## config.mk

```make
export PLATFORM = sky130hd
export DESIGN_NAME = digit_roi_sequencer
export DESIGN_NICKNAME = d
export VERILOG_FILES = /design/src/rtl/digit_roi_sequencer.sv
export SDC_FILE = /design/constraint.sdc
export NUM_CORES = 1
export LEC_CHECK = 0
export CORE_ASPECT_RATIO = 0.5
export CORE_MARGIN = 4
export CORE_UTILIZATION = 55
export DETAILED_ROUTE_END_ITERATION = 6
export DONT_BUFFER_PORTS = 1
export GPL_TIMING_DRIVEN = 0
export PLACE_DENSITY_LB_ADDON = 0.1
export SYNTH_ARGS = -nofsm -noshare
export SYNTH_HDL_FRONTEND = slang
export SYNTH_SLANG_ARGS = --single-unit
```

## constraint.sdc

```tcl
create_clock -name clk -period 3.15 [get_ports clk]
set_input_delay 0.7875 -clock clk [delete_from_list [all_inputs] [get_ports clk]]
set_output_delay 0.7875 -clock clk [all_outputs]
set_load 0.005 [all_outputs]
```

## src/rtl/digit_roi_sequencer.sv

```systemverilog
// Walks the row/column border RAMs, issues one ROI per character cell to a recognizer and reports its result.
// Optional WAIT watchdog is enabled by defining ROI_TIMEOUT_EN.
module digit_roi_sequencer #(
  parameter int unsigned NUM_ROW = 1,
  parameter int unsigned NUM_COL = 4,
  parameter int unsigned H_PIXEL = 480,
  parameter int unsigned V_PIXEL = 272,
  parameter int unsigned DEPBIT  = 10,
  parameter int unsigned TIMEOUT = 4095
) (
  input  logic              clk,
  input  logic              rst,
  input  logic              project_done,
  input  logic [3:0]        num_col,
  input  logic [3:0]        num_row,
  output logic [DEPBIT-1:0] col_border_addr_rd,
  input  logic [DEPBIT-1:0] col_border_data_rd,
  output logic [DEPBIT-1:0] row_border_addr_rd,
  input  logic [DEPBIT-1:0] row_border_data_rd,
  output logic              rec_valid,
  input  logic              rec_ready,
  output logic [DEPBIT-1:0] box_x_min,
  output logic [DEPBIT-1:0] box_x_max,
  output logic [DEPBIT-1:0] box_y_min,
  output logic [DEPBIT-1:0] box_y_max,
  output logic [3:0]        box_idx,
  input  logic              rec_done,
  input  logic [3:0]        rec_digit,
  output logic              result_valid,
  output logic [3:0]        result_idx,
  output logic [3:0]        result_digit,
  output logic              seq_busy,
  output logic              seq_done,
  output logic              box_err,
  output logic              timeout_err
);
  localparam int unsigned CW = 5;
  localparam int unsigned TW = $clog2(TIMEOUT + 1);
  localparam logic [DEPBIT-1:0] H_MAX = DEPBIT'(H_PIXEL - 1);
  localparam logic [DEPBIT-1:0] V_MAX = DEPBIT'(V_PIXEL - 1);

  typedef enum logic [2:0] {IDLE, RD_ROW, RD_COL, ISSUE, WAIT, NEXT, DONE} state_t;

  state_t state, state_d;
  logic [1:0] ph, ph_d;
  logic proj_q;
  logic [CW-1:0] eff_col, eff_col_d, eff_row, eff_row_d;
  logic [3:0] r, r_d, c, c_d;
  logic [TW-1:0] wait_cnt, wait_cnt_d;
  logic [DEPBIT-1:0] col_addr_d, row_addr_d, x_min_d, x_max_d, y_min_d, y_max_d;
  logic [3:0] box_idx_d, result_idx_d, result_digit_d;
  logic rec_valid_d, result_valid_d, seq_busy_d, seq_done_d, box_err_d, timeout_err_d;

  logic [CW-1:0] eff_col_c, eff_row_c;
  logic [DEPBIT-1:0] row_lo_c, row_hi_c, col_lo_c, col_hi_c;
  logic [3:0] idx_c;
  logic start_c;

  // Out-of-frame min is an underflow wrap; out-of-frame max saturates at the frame edge.
  assign row_lo_c  = (row_border_data_rd > V_MAX) ? '0 : row_border_data_rd;
  assign row_hi_c  = (row_border_data_rd > V_MAX) ? V_MAX : row_border_data_rd;
  assign col_lo_c  = (col_border_data_rd > H_MAX) ? '0 : col_border_data_rd;
  assign col_hi_c  = (col_border_data_rd > H_MAX) ? H_MAX : col_border_data_rd;
  assign eff_col_c = ({1'b0, num_col} > CW'(NUM_COL)) ? CW'(NUM_COL) : {1'b0, num_col};
  assign eff_row_c = ({1'b0, num_row} > CW'(NUM_ROW)) ? CW'(NUM_ROW) : {1'b0, num_row};
  assign idx_c     = 4'(32'(r) * NUM_COL + 32'(c));
  assign start_c   = project_done & ~proj_q;

  always_comb begin
    state_d        = state;
    ph_d           = ph;
    eff_col_d      = eff_col;
    eff_row_d      = eff_row;
    r_d            = r;
    c_d            = c;
    wait_cnt_d     = wait_cnt;
    col_addr_d     = col_border_addr_rd;
    row_addr_d     = row_border_addr_rd;
    x_min_d        = box_x_min;
    x_max_d        = box_x_max;
    y_min_d        = box_y_min;
    y_max_d        = box_y_max;
    box_idx_d      = box_idx;
    rec_valid_d    = rec_valid;
    result_valid_d = 1'b0;
    result_idx_d   = result_idx;
    result_digit_d = result_digit;
    box_err_d      = box_err;
    timeout_err_d  = timeout_err;
    case (state)
      IDLE: if (start_c) begin
        eff_col_d     = eff_col_c;
        eff_row_d     = eff_row_c;
        r_d           = '0;
        c_d           = '0;
        box_err_d     = 1'b0;
        timeout_err_d = 1'b0;
        if (eff_col_c == '0 || eff_row_c == '0) begin
          state_d = DONE;
        end else begin
          state_d    = RD_ROW;
          ph_d       = '0;
          row_addr_d = DEPBIT'(1);
        end
      end
      RD_ROW: case (ph)
        2'd0:    begin row_addr_d = row_border_addr_rd + DEPBIT'(1); ph_d = 2'd1; end
        2'd1:    begin y_min_d = row_lo_c; ph_d = 2'd2; end
        default: begin
          y_max_d    = row_hi_c;
          ph_d       = '0;
          col_addr_d = DEPBIT'({c, 1'b1});
          state_d    = RD_COL;
        end
      endcase
      RD_COL: case (ph)
        2'd0:    begin col_addr_d = col_border_addr_rd + DEPBIT'(1); ph_d = 2'd1; end
        2'd1:    begin x_min_d = col_lo_c; ph_d = 2'd2; end
        default: begin
          x_max_d   = col_hi_c;
          box_idx_d = idx_c;
          ph_d      = '0;
          // Inverted box on either axis is reported instead of issued.
          if (box_x_min > col_hi_c || box_y_min > box_y_max) begin
            box_err_d      = 1'b1;
            result_valid_d = 1'b1;
            result_idx_d   = idx_c;
            result_digit_d = 4'hE;
            state_d        = NEXT;
          end else begin
            rec_valid_d = 1'b1;
            state_d     = ISSUE;
          end
        end
      endcase
      ISSUE: if (rec_ready) begin
        rec_valid_d = 1'b0;
        wait_cnt_d  = '0;
        state_d     = WAIT;
      end
      WAIT: if (rec_done) begin
        result_valid_d = 1'b1;
        result_idx_d   = box_idx;
        result_digit_d = rec_digit;
        state_d        = NEXT;
      end else begin
        if (wait_cnt != TW'(TIMEOUT)) wait_cnt_d = wait_cnt + TW'(1);
`ifdef ROI_TIMEOUT_EN
        if (wait_cnt == TW'(TIMEOUT - 1)) begin
          result_valid_d = 1'b1;
          result_idx_d   = box_idx;
          result_digit_d = 4'hF;
          timeout_err_d  = 1'b1;
          state_d        = NEXT;
        end
`endif
      end
      NEXT: if ({1'b0, c} + CW'(1) < eff_col) begin
        c_d        = c + 4'd1;
        col_addr_d = DEPBIT'({c + 4'd1, 1'b1});
        ph_d       = '0;
        state_d    = RD_COL;
      end else if ({1'b0, r} + CW'(1) < eff_row) begin
        r_d        = r + 4'd1;
        c_d        = '0;
        row_addr_d = DEPBIT'({r + 4'd1, 1'b1});
        ph_d       = '0;
        state_d    = RD_ROW;
      end else begin
        state_d = DONE;
      end
      default: state_d = IDLE;
    endcase
    seq_done_d = (state_d == DONE);
    seq_busy_d = (state_d != IDLE);
  end

  // proj_q resets high so a level already present out of reset is not an edge.
  always_ff @(posedge clk or posedge rst) begin
    if (rst) begin
      state              <= IDLE;
      ph                 <= '0;
      proj_q             <= 1'b1;
      eff_col            <= '0;
      eff_row            <= '0;
      r                  <= '0;
      c                  <= '0;
      wait_cnt           <= '0;
      col_border_addr_rd <= '0;
      row_border_addr_rd <= '0;
      box_x_min          <= '0;
      box_x_max          <= '0;
      box_y_min          <= '0;
      box_y_max          <= '0;
      box_idx            <= '0;
      rec_valid          <= 1'b0;
      result_valid       <= 1'b0;
      result_idx         <= '0;
      result_digit       <= '0;
      seq_busy           <= 1'b0;
      seq_done           <= 1'b0;
      box_err            <= 1'b0;
      timeout_err        <= 1'b0;
    end else begin
      state              <= state_d;
      ph                 <= ph_d;
      proj_q             <= project_done;
      eff_col            <= eff_col_d;
      eff_row            <= eff_row_d;
      r                  <= r_d;
      c                  <= c_d;
      wait_cnt           <= wait_cnt_d;
      col_border_addr_rd <= col_addr_d;
      row_border_addr_rd <= row_addr_d;
      box_x_min          <= x_min_d;
      box_x_max          <= x_max_d;
      box_y_min          <= y_min_d;
      box_y_max          <= y_max_d;
      box_idx            <= box_idx_d;
      rec_valid          <= rec_valid_d;
      result_valid       <= result_valid_d;
      result_idx         <= result_idx_d;
      result_digit       <= result_digit_d;
      seq_busy           <= seq_busy_d;
      seq_done           <= seq_done_d;
      box_err            <= box_err_d;
      timeout_err        <= timeout_err_d;
    end
  end
endmodule

```

==> reports/metrics.yaml <==
diodes: 0
cts.sinks: 99
design_area_sq_um: 5700
rows: 24
cts_root_buf: "clkbuf_16"
cts_made_buffers: 9
synth_area_sq_um: 5160
relSlewSlack: 0.492
syn_to_final_growth_pct: 10.3
detailedPlace.worstSlack_ps: -592
fin_crit_sh: 0.938
crit_type: "input pin to flip-flop"
leakagePower_uw: 0.00267
r2r_start: "c[0]"
grt_pass1_wl_um: 20100
synth_compound_area_frac: 0.176
rsz0062_at_grt: "no"
min_period_ps: 2950
cts_tree: "built"
worst_pin_slew_ps: 756
r2r_end: "r[1]"
grt_max_degree: 34
synthMuxAreaShare: 0.0431
finalHoldViolations: 0
required_ps: 3360
wl_per_cell_um: 17.7
routed_wl_um: 12000
die_w_um: 145
grt-ovfl-total: 0
yosys_most_used_dff: "dfrtp_1"
die_h_um: 76.5
clock_path_buffers: 2
core_area_sq_um: 8920
worst-endpoint-arrival_ps: 3170
cp_max_fo: 9
synth_adder_area_share: 0.0751
syn_avg_cell_area_sq_um: 9.56
synth_top_family_by_area: "compound AO/OA/AOI/OAI gates"
end_kind: "flip-flop"
netlist_instances: 540
syn_nets: 608
dp_hpwl_um: 9140
nNetsFinal: 624
remaining_drc_errors: 0
async_flop_share: 1.00
max-cap-violations: 0
grt_use_met1: 0.310
antenna_found_initial: 0
fillCellCount: 731
start_util: 0.579
hp-class: "input pin to asynchronous set/reset pin"
dr.first_iter.drc_count: 277
ir_drop_mv: 0.362
worst_slack_ps: 195
drive_above_1_share: 0.0982
final_cells: 677
synth_commonest_cells: "dfrtp_1 (98), o21ai_0 (67), nand2_1 (63)"
start_kind: "input pin"
synth_cell_types: 61
path_clk_slew_ps: 70
seq_area_frac_synth: 0.480
synth_simple_gate_area_frac: 0.170
synth-edff-count: 0
power_density_nw_per_um2: 850
grt_pass1_vias: 3875
drv_slew: 0
clock_latency_ps: 330
htreeDepth: 3
busiest_layer: "met2"
fmax_mhz: 338
yosys.area_share.xor_xnor: 0.0153
setup-violations-final: 0
hold_buffers: 0
final.hold.worst_slack_ps: 328
io_buffer_count: 0
vias: 3996
post_dp_cell_area_sq_um: 5380
met3_usage: 0.0891
pin_count: 115
dp_cells: 660
synth_area_leaders: "dfrtp_1 (47%), ha_1 (7.5%), o21ai_0 (6.5%), nand2_1 (4.6%), mux2_2 (3.9%)"
ff2ff_setup_slack_ps: 300
yosysMostFrequentCell: "dfrtp_1"
synth_top_cell_area_share: 0.475
die_area_sq_um: 11100
clock_skew_ps: 7.75
grt_util_met2: 0.325
grtUsageTotal: 0.221
via_per_inst: 5.90
place_congestion: 0.895
synth_largest_area_cell: "dfrtp_1"
reg2reg_depth: 8
ant_nets: 0
status: "complete, no violations"
drtPass1Iterations: 4
ys_warn_count: 0
synth-seq-cells: 99
==> sequential cells by signal (all words and copies together), names as in the netlist, 10 cells and up <==
| name | flops |
|---|---|
| col_border_addr_rd | 10 |
| row_border_addr_rd | 10 |
| box_y_max | 10 |
| box_x_max | 10 |
| box_y_min | 10 |
| box_x_min | 10 |
==> cell families (layout without fill, tap and decap cells) <==
family | count (synthesis) | in the layout
and+or+nand+nor | 189 | 189
AOI/OAI and AO/OA | 139 | 139
DFF | 99 | 99
buffers and inverters | 51 | 71
adders and majority gates | 31 | 31
muxes | 20 | 20
xor gates and xnor gates | 9 | 9
other | 2 | 2
==> area by class of cell <==
class                           instances  area (sq um)  area share
Multi-Input combinational cell        390          2520       0.442
Sequential cell                        99          2480       0.435
Clock buffer                           13           250      0.0439
Tap cell                              117           146      0.0257
Inverter                               31           120      0.0211
Timing Repair Buffer                    5          87.6      0.0154
Buffer                                 20          81.3      0.0143
Clock inverter                          2          12.5     0.00220
==> worst max-delay path by stage <==
| stage | depth (start not counted) | slack (ps) | to | from |
|---|---|---|---|---|
| final | 10 | 200 | result_idx[0] | col_border_data_rd[5] |
| after global routing | 10 | 60 | result_idx[0] | col_border_data_rd[5] |
| after CTS | 11 | 50 | result_idx[0] | col_border_data_rd[5] |
| after detailed placement | 10 | -590 | result_idx[0] | col_border_data_rd[5] |
| after global placement | 10 | -490 | result_digit[3] | col_border_data_rd[5] |
| after floorplan | 10 | 20 | result_digit[1] | col_border_data_rd[5] |
==> per-layer routing <==
| layer | vias up | wire [um] |
|---|---|---|
| met4 | 0 | 51 |
| li1 | 1949 | - |
| met5 | - | 0 |
| met2 | 140 | 5100 |
| met3 | 7 | 1210 |
| met1 | 1900 | 5640 |
==> critical path: stages <==
cell and delay (ps):
a41o_2 320, nor2_1 150, ha_1 270, a21oi_1 140, o21ai_0 100, a2111oi_2 500, o22ai_2 180, a32oi_4 230
buf_12 160, mux2_2 330
==> power by group <==
part           switching (uW)  leakage (uW)  internal (uW)  total, uW
Combinational            1080       0.00126            742       1820
Sequential                381       0.00128           1650       2040
Clock                     435      0.000126            552        987
Total                    1890       0.00267           2950       4840
==> what timing repair did <==
| action | 4_1_cts | 5_1_grt |
|---|---|---|
| endpoints found under the setup margin | 8 | 25 |
| pin swaps | 2 | 3 |
| setup buffers | 1 | 1 |
| resized for setup | 1 | 6 |
==> stage by stage <==
stage | setup TNS [ps] | util | power, uW
floorplan | 0 | - | 3310
global placement | -4200 | 0.596 | 3770
detailed placement | -5450 | 0.603 | 3820
CTS | 0 | 0.635 | 4840
global route | 0 | 0.639 | 5270
finish | 0 | 0.639 | 4840
==> placed cells by master, fill, tap and decap left out, types with 3 or more instances in the layout <==
cell type  netlist  layout
a22o_1          11      11
buf_12           0       4
dfrtp_1         98      98
nor2_1          53      53
clkbuf_16        0       9
inv_1           31      30
nand2_1         63      63
clkbuf_1        16      19
or4_1            3       3
nand2b_1         9       9
nor2b_1          4       4
nand3_1         13      13
a211oi_1         5       4
ha_1            31      30
a31oi_1         10      10
xnor2_1          4       4
o21ai_0         67      66
a21oi_1         15      14
mux2_2          18      18
o31ai_1          4       4
a31o_2           3       3
and3_1          13      13
xor2_1           5       5
and2_1           8       8
nor3_1          11      10
No activity file was read; power rests on OpenSTA's default activity.
